$ cat src/rtl/gemm_dsp_pkg.sv
// gemm_dsp_pkg: shared defaults, result bundle and the
// round/saturate helper for the DSP58 GeMM column drain.
package gemm_dsp_pkg;

  localparam int Y_DATA_WIDTH_DEF = 58;
  localparam int OUT_WIDTH_DEF    = 32;

  typedef struct packed {
    logic                            last;
    logic signed [OUT_WIDTH_DEF-1:0] data;
  } result_t;

  typedef struct packed {
    logic               sat;
    logic signed [63:0] data;
  } sat_rnd_t;

  // Round half up by 'shift', then clamp to a signed
  // out_w range. Worked at 65 bits so the rounding add
  // can never wrap for any input up to 64 bits.
  function automatic sat_rnd_t sat_round(
    input logic signed [63:0] y,
    input int unsigned        shift,
    input int unsigned        out_w
  );
    logic signed [64:0] r;
    logic signed [64:0] hi;
    logic signed [64:0] lo;
    sat_rnd_t           res;
    r = 65'(y);
    if (shift > 0)
      r = (r + (65'sd1 <<< (shift - 1))) >>> shift;
    hi = (65'sd1 <<< (out_w - 1)) - 65'sd1;
    lo = -(65'sd1 <<< (out_w - 1));
    res.sat = (r > hi) || (r < lo);
    unique case (1'b1)
      (r > hi): res.data = hi[63:0];
      (r < lo): res.data = lo[63:0];
      default:  res.data = r[63:0];
    endcase
    return res;
  endfunction

endpackage

$ cat src/rtl/gemm_sync_fifo.sv
// gemm_sync_fifo: single-clock first-word-fall-through
// buffer; the head word is visible whenever not empty.
// Ports: push/push_data write, pop consumes the head,
// pop_data is the head (0 when empty), full/empty/level.
module gemm_sync_fifo #(
  parameter int DEPTH = 16,
  parameter int WIDTH = 33
) (
  input  logic                     clk,
  input  logic                     rst_n,
  input  logic                     push,
  input  logic [WIDTH-1:0]         push_data,
  input  logic                     pop,
  output logic [WIDTH-1:0]         pop_data,
  output logic                     full,
  output logic                     empty,
  output logic [$clog2(DEPTH):0]   level
);

  localparam int AW = $clog2(DEPTH);
  localparam int LW = AW + 1;

  logic [WIDTH-1:0] mem [DEPTH];
  logic [AW-1:0]    wr_ptr;
  logic [AW-1:0]    rd_ptr;
  logic             do_push;
  logic             do_pop;

  assign full     = level == LW'(DEPTH);
  assign empty    = level == '0;
  assign do_pop   = pop && !empty;
  // A full buffer still takes a word when the head
  // leaves in the same cycle.
  assign do_push  = push && (!full || do_pop);
  assign pop_data = empty ? '0 : mem[rd_ptr];

  always_ff @(posedge clk or negedge rst_n) begin
    if (!rst_n) begin
      wr_ptr <= '0;
      rd_ptr <= '0;
      level  <= '0;
    end else begin
      if (do_push)
        wr_ptr <= wr_ptr + AW'(1);
      if (do_pop)
        rd_ptr <= rd_ptr + AW'(1);
      unique case (1'b1)
        do_push && !do_pop: level <= level + LW'(1);
        do_pop && !do_push: level <= level - LW'(1);
        default:            level <= level;
      endcase
    end
  end

  always_ff @(posedge clk) begin
    if (do_push)
      mem[wr_ptr] <= push_data;
  end

endmodule

$ cat src/rtl/dsp58_col_result_drain.sv
// dsp58_col_result_drain: captures the column's P output a
// fixed delay after last_k, rounds/saturates it, and streams
// it out with TLAST every TILE_N results.
// Ports: last_k/y_data from the column, clr_flags clears the
// sticky sat_flag/ovf_err, m_t* is the output stream,
// fifo_level is the buffered entry count.
module dsp58_col_result_drain
  import gemm_dsp_pkg::*;
#(
  parameter int Y_DATA_WIDTH = Y_DATA_WIDTH_DEF,
  parameter int OUT_WIDTH    = OUT_WIDTH_DEF,
  parameter int SHIFT        = 0,
  parameter int PIPE_LAT     = 4,
  parameter int FIFO_DEPTH   = 16,
  parameter int TILE_N       = 32
) (
  input  logic                          clk,
  input  logic                          rst_n,
  input  logic                          last_k,
  input  logic signed [Y_DATA_WIDTH-1:0] y_data,
  input  logic                          clr_flags,
  output logic [OUT_WIDTH-1:0]          m_tdata,
  output logic                          m_tvalid,
  output logic                          m_tlast,
  input  logic                          m_tready,
  output logic [$clog2(FIFO_DEPTH):0]   fifo_level,
  output logic                          sat_flag,
  output logic                          ovf_err
);

  localparam int TW = (TILE_N > 1) ? $clog2(TILE_N) : 1;

  typedef struct packed {
    logic                 last;
    logic [OUT_WIDTH-1:0] data;
  } col_res_t;

  logic [PIPE_LAT-1:0] dly;
  logic                cap;
  logic [TW-1:0]       tile_idx;
  logic                tile_end;
  sat_rnd_t            sr;
  logic                unused_sr;
  logic                s1_vld;
  col_res_t            s1;
  col_res_t            head;
  logic                fifo_full;
  logic                fifo_empty;
  logic                pop;
  logic                drop;

  assign cap      = dly[PIPE_LAT-1];
  assign tile_end = tile_idx == TW'(TILE_N - 1);
  assign sr       = sat_round(64'(y_data), SHIFT, OUT_WIDTH);
  // Bits above OUT_WIDTH are only sign copies after clamping.
  assign unused_sr = ^sr.data[63:OUT_WIDTH];

  assign pop  = m_tvalid && m_tready;
  assign drop = s1_vld && fifo_full && !pop;

  always_ff @(posedge clk or negedge rst_n) begin
    if (!rst_n) begin
      dly      <= '0;
      tile_idx <= '0;
      s1_vld   <= 1'b0;
      s1       <= '0;
      sat_flag <= 1'b0;
      ovf_err  <= 1'b0;
    end else begin
      dly    <= PIPE_LAT'({dly, last_k});
      s1_vld <= cap;
      // The tile position advances even if this result is
      // later dropped, so framing stays aligned to strobes.
      if (cap) begin
        s1.last  <= tile_end;
        s1.data  <= sr.data[OUT_WIDTH-1:0];
        tile_idx <= tile_end ? '0 : tile_idx + TW'(1);
      end
      sat_flag <= (sat_flag && !clr_flags) || (cap && sr.sat);
      ovf_err  <= (ovf_err && !clr_flags) || drop;
    end
  end

  gemm_sync_fifo #(
    .DEPTH (FIFO_DEPTH),
    .WIDTH ($bits(col_res_t))
  ) u_fifo (
    .clk       (clk),
    .rst_n     (rst_n),
    .push      (s1_vld),
    .push_data (s1),
    .pop       (pop),
    .pop_data  (head),
    .full      (fifo_full),
    .empty     (fifo_empty),
    .level     (fifo_level)
  );

  assign m_tvalid = !fifo_empty;
  assign m_tdata  = head.data;
  assign m_tlast  = head.last;

endmodule

$ cat config.mk
export PLATFORM = sky130hd
export DESIGN_NAME = dsp58_col_result_drain
export DESIGN_NICKNAME = d
export VERILOG_FILES = /design/src/rtl/gemm_dsp_pkg.sv /design/src/rtl/gemm_sync_fifo.sv /design/src/rtl/dsp58_col_result_drain.sv
export SDC_FILE = /design/constraint.sdc
export NUM_CORES = 1
export LEC_CHECK = 0
export BUFFER_PORTS_ARGS = -buffer_cell sky130_fd_sc_hd__clkbuf_2
export CORE_MARGIN = 5
export CORE_UTILIZATION = 64
export CTS_BUF_LIST = sky130_fd_sc_hd__clkbuf_2 sky130_fd_sc_hd__clkbuf_4 sky130_fd_sc_hd__clkbuf_8
export DETAILED_ROUTE_END_ITERATION = 10
export GPL_TIMING_DRIVEN = 0
export PLACE_DENSITY = 0.81
export SLEW_MARGIN = 15
export SYNTH_ARGS = -nofsm -noshare
export SYNTH_HDL_FRONTEND = slang
export SYNTH_HIERARCHICAL = 1
export SYNTH_SLANG_ARGS = --single-unit
$ cat constraint.sdc
create_clock -name clk -period 5.69 [get_ports clk]
set_input_delay 0.8535 -clock clk [delete_from_list [all_inputs] [get_ports clk]]
set_output_delay 0.8535 -clock clk [all_outputs]
set_load 0.02 [all_outputs]
==> results.py <==
metrics = {
    "timing": {
        "fin_crit_sh_pct": 83.9,
        "skew_ps": 32.1,
        "fin_crit_ps": 4770,
        "final_max_slew_viol_count": 0,
        "hold_viol_final": 0,
        "setup_viol": 0,
        "fmax_mhz": 209,
        "tightest_slew_ps": 1100,
        "rsz0062_at_grt": "false",
        "timing.hold.ws_ps": 177,
        "timing.final.ws_setup_ps": 916,
        "slew_headroom_pct": 26.6,
    },
    "final_layout": {
        "layout.cells.non_filler": 1914,
        "n_antenna_cell": 0,
        "finalNetCount": 1455,
        "area_growth_pct": 14.4,
        "fillers": 2075,
        "drive_above_1_share_pct": 38.4,
        "postLayoutCoreUtil_pct": 73.5,
    },
    "setup_path": {
        "startpoint_type": "flop",
        "worstSetupPathType": "reg2reg",
        "crit_path_end_kind": "flop",
        "cp_max_fo": 17,
        "cp.arrival_ps": 5080,
        "cp.required_ps": 6000,
    },
    "synth": {
        "synth.area.top_cells": "edfxtp_1, mux4_2, dfrtp_1",
        "synth.top_cell.area_share_pct": 68.0,
        "avgSynthCellArea_um2": 20.5,
        "ys_types": 45,
        "ys_ff_latch": 586,
        "synth_area_leader_cell": "edfxtp_1",
        "synthTopCellsByCount": "edfxtp_1, mux4_2, dfrtp_1",
        "yosys_warnings": 6,
        "synth-main-ff-cell": "edfxtp_1",
        "syn-num-nets": 1209,
        "synth_edf_count": 528,
        "syn-cell-area_um2": 23300,
        "seq_area_frac_synth_pct": 74.2,
        "synth.most_common_cell": "edfxtp_1",
        "async_reset_ff_share_pct": 9.90,
        "netlist_instances": 1135,
    },
    "detailed_routing": {
        "wl_per_cell_um": 28.5,
        "drt_iter0_drc": 1407,
        "drcViolationCount": 0,
        "vias": 12500,
        "vias_per_cell": 6.53,
        "route.antenna.remaining_nets": 0,
        "dr.pass1.iters": 6,
        "wl_um": 54600,
    },
    "grt": {
        "grt_pass1_vias": 13100,
        "grt_max_degree": 37,
        "track_usage_pct": 27.6,
        "antenna_found_initial": 0,
        "grt_pass1_wl_um": 81700,
        "overflow": 0,
    },
    "floorplanning": {
        "dieArea_um2": 40300,
        "io_pins": 104,
        "design.core.area_um2": 36300,
        "die_width_um": 201,
        "start_util_pct": 64.3,
        "fp-row-count": 70,
        "die_h_um": 201,
    },
    "clock_network": {
        "cts_resized": 0,
        "cts_tree": "yes",
        "cts.clk_slew.worst_paths_ps": 60,
        "cts_root_buf": "clkbuf_8",
        "clockBufferDepth": 3,
        "cts_buffers": 88,
        "post_cts_buffers": 0,
        "htree_levels": 3,
        "cts_hold_buffers": 0,
        "clock-sinks": 586,
        "insertion_delay_ps": 640,
    },
    "power_and_ir_drop": {
        "leakage_nw": 9.23,
        "power_density_nw_per_um2": 493,
        "vdd_drop_max_mv": 0.280,
    },
    "run": {
        "timing.max_cap.violations": 0,
    },
    "place": {
        "dp_hpwl_um": 35700,
        "place_worst_setup_slack_ps": 1050,
        "io_buffers": 103,
        "dp_cells": 1759,
        "globalplace.congestion": 0.787,
    },
    "run_status": {
        "outcome": "complete, no violations",
    },
    "min_path": {
        "hp-class": "in2async",
    },
}
[metrics by stage]
| step | total power, mW | area (um2) | TNS (ps) |
|---|---|---|---|
| final | 13.2 | 26700 | 0 |
| after global routing | 13.7 | 26700 | 0 |
| after CTS | 13.2 | 26700 | 0 |
| after detailed placement | 9.96 | 25000 | 0 |
| after global placement | 9.74 | 24400 | -985310 |
| after floorplan | 8.48 | 23300 | 0 |
[worst max-delay path, cell delays in order (launching register included)]
cell      delay [ps]
dfrtp_1          470
nor4_1           120
nand2_1          440
buf_1            700
inv_1            130
nor2b_1          590
nand2b_1         230
o21a_1           300
nand3_1          390
nor2_4           770
buf_12           280
[cell usage in the layout (no fill, tap or decap), types with 11 or more instances in the layout]
master / n
a21oi_1: 36
buf_2: 25
buf_4: 41
buf_6: 11
clkbuf_1: 25
clkbuf_2: 102
clkbuf_4: 28
clkbuf_8: 96
clkinv_1: 16
clkinv_2: 13
dfrtp_1: 58
edfxtp_1: 528
inv_1: 44
mux2_2: 38
mux2i_1: 35
mux4_2: 132
nand2_1: 39
o21ai_1: 34
o221ai_2: 30
[registers in the layout, indices dropped and copies added (netlist names)]
register       cells
u_fifo/mem       528
tile_idx           5
u_fifo/level       5
dly                4
ovf_err            1
s1                33
u_fifo/rd_ptr      4
s1_vld             1
sat_flag           1
u_fifo/wr_ptr      4
[power by group]
| part | total [mW] | switching (mW) | leakage, nW | internal (mW) |
|---|---|---|---|---|
| Combinational | 4.40 | 2.54 | 2.90 | 1.87 |
| Clock | 3.25 | 1.52 | 0.891 | 1.72 |
| Sequential | 5.50 | 0.258 | 5.45 | 5.25 |
[layout make-up]
type / count / area [um2] / area share (%)
timing repair buffer: 156 / 1010 / 3.81
tap: 468 / 586 / 2.20
buffer: 65 / 400 / 1.50
multi-input combinational: 440 / 5520 / 20.7
inverter: 44 / 165 / 0.619
clock buffer: 123 / 1520 / 5.72
sequential: 586 / 17300 / 64.9
clock inverter: 32 / 148 / 0.554
[kinds of logic after synthesis]
logic type / after synthesis / share of synthesized area, %
flops: 586 / 74.2
mux: 208 / 16.2
compound gates: 118 / 4.05
buf+inv: 109 / 2.43
simple gates: 94 / 2.09
fa+ha+maj: 11 / 0.623
xor+xnor: 9 / 0.338
[final timing paths]
check / startpoint / to / slack (ps) / cells after the start
hold reg to reg: dly[0]$_DFF_PN0_ / dly[1]$_DFF_PN0_ / 360 / 0
hold / removal: rst_n / s1[13]$_DFFE_PN0P_ / 180 / 1
max in group asynchronous: rst_n / u_fifo/rd_ptr[3]$_DFFE_PN0N_ / 4950 / 2
min in group clk: last_k / dly[0]$_DFF_PN0_ / 350 / 1
setup / recovery: u_fifo/level[0]$_DFFE_PN0P_ / u_fifo/mem[13][16]$_DFFE_PP_ / 920 / 10
setup reg to reg: u_fifo/level[0]$_DFFE_PN0P_ / u_fifo/mem[13][16]$_DFFE_PP_ / 920 / 10
[per-layer routing]
metal | global-route usage, % | wire length [um] | vias up | share of wire (%)
li1 | - | - | 5152 | -
met1 | 37.8 | 20100 | 6420 | 37
met2 | 45.6 | 27600 | 822 | 51
met3 | 5.83 | 5500 | 98 | 10
met4 | 8.85 | 1380 | 0 | 2.5
met5 | 0 | 0 | - | 0
Power figures use the tool's default switching activity.
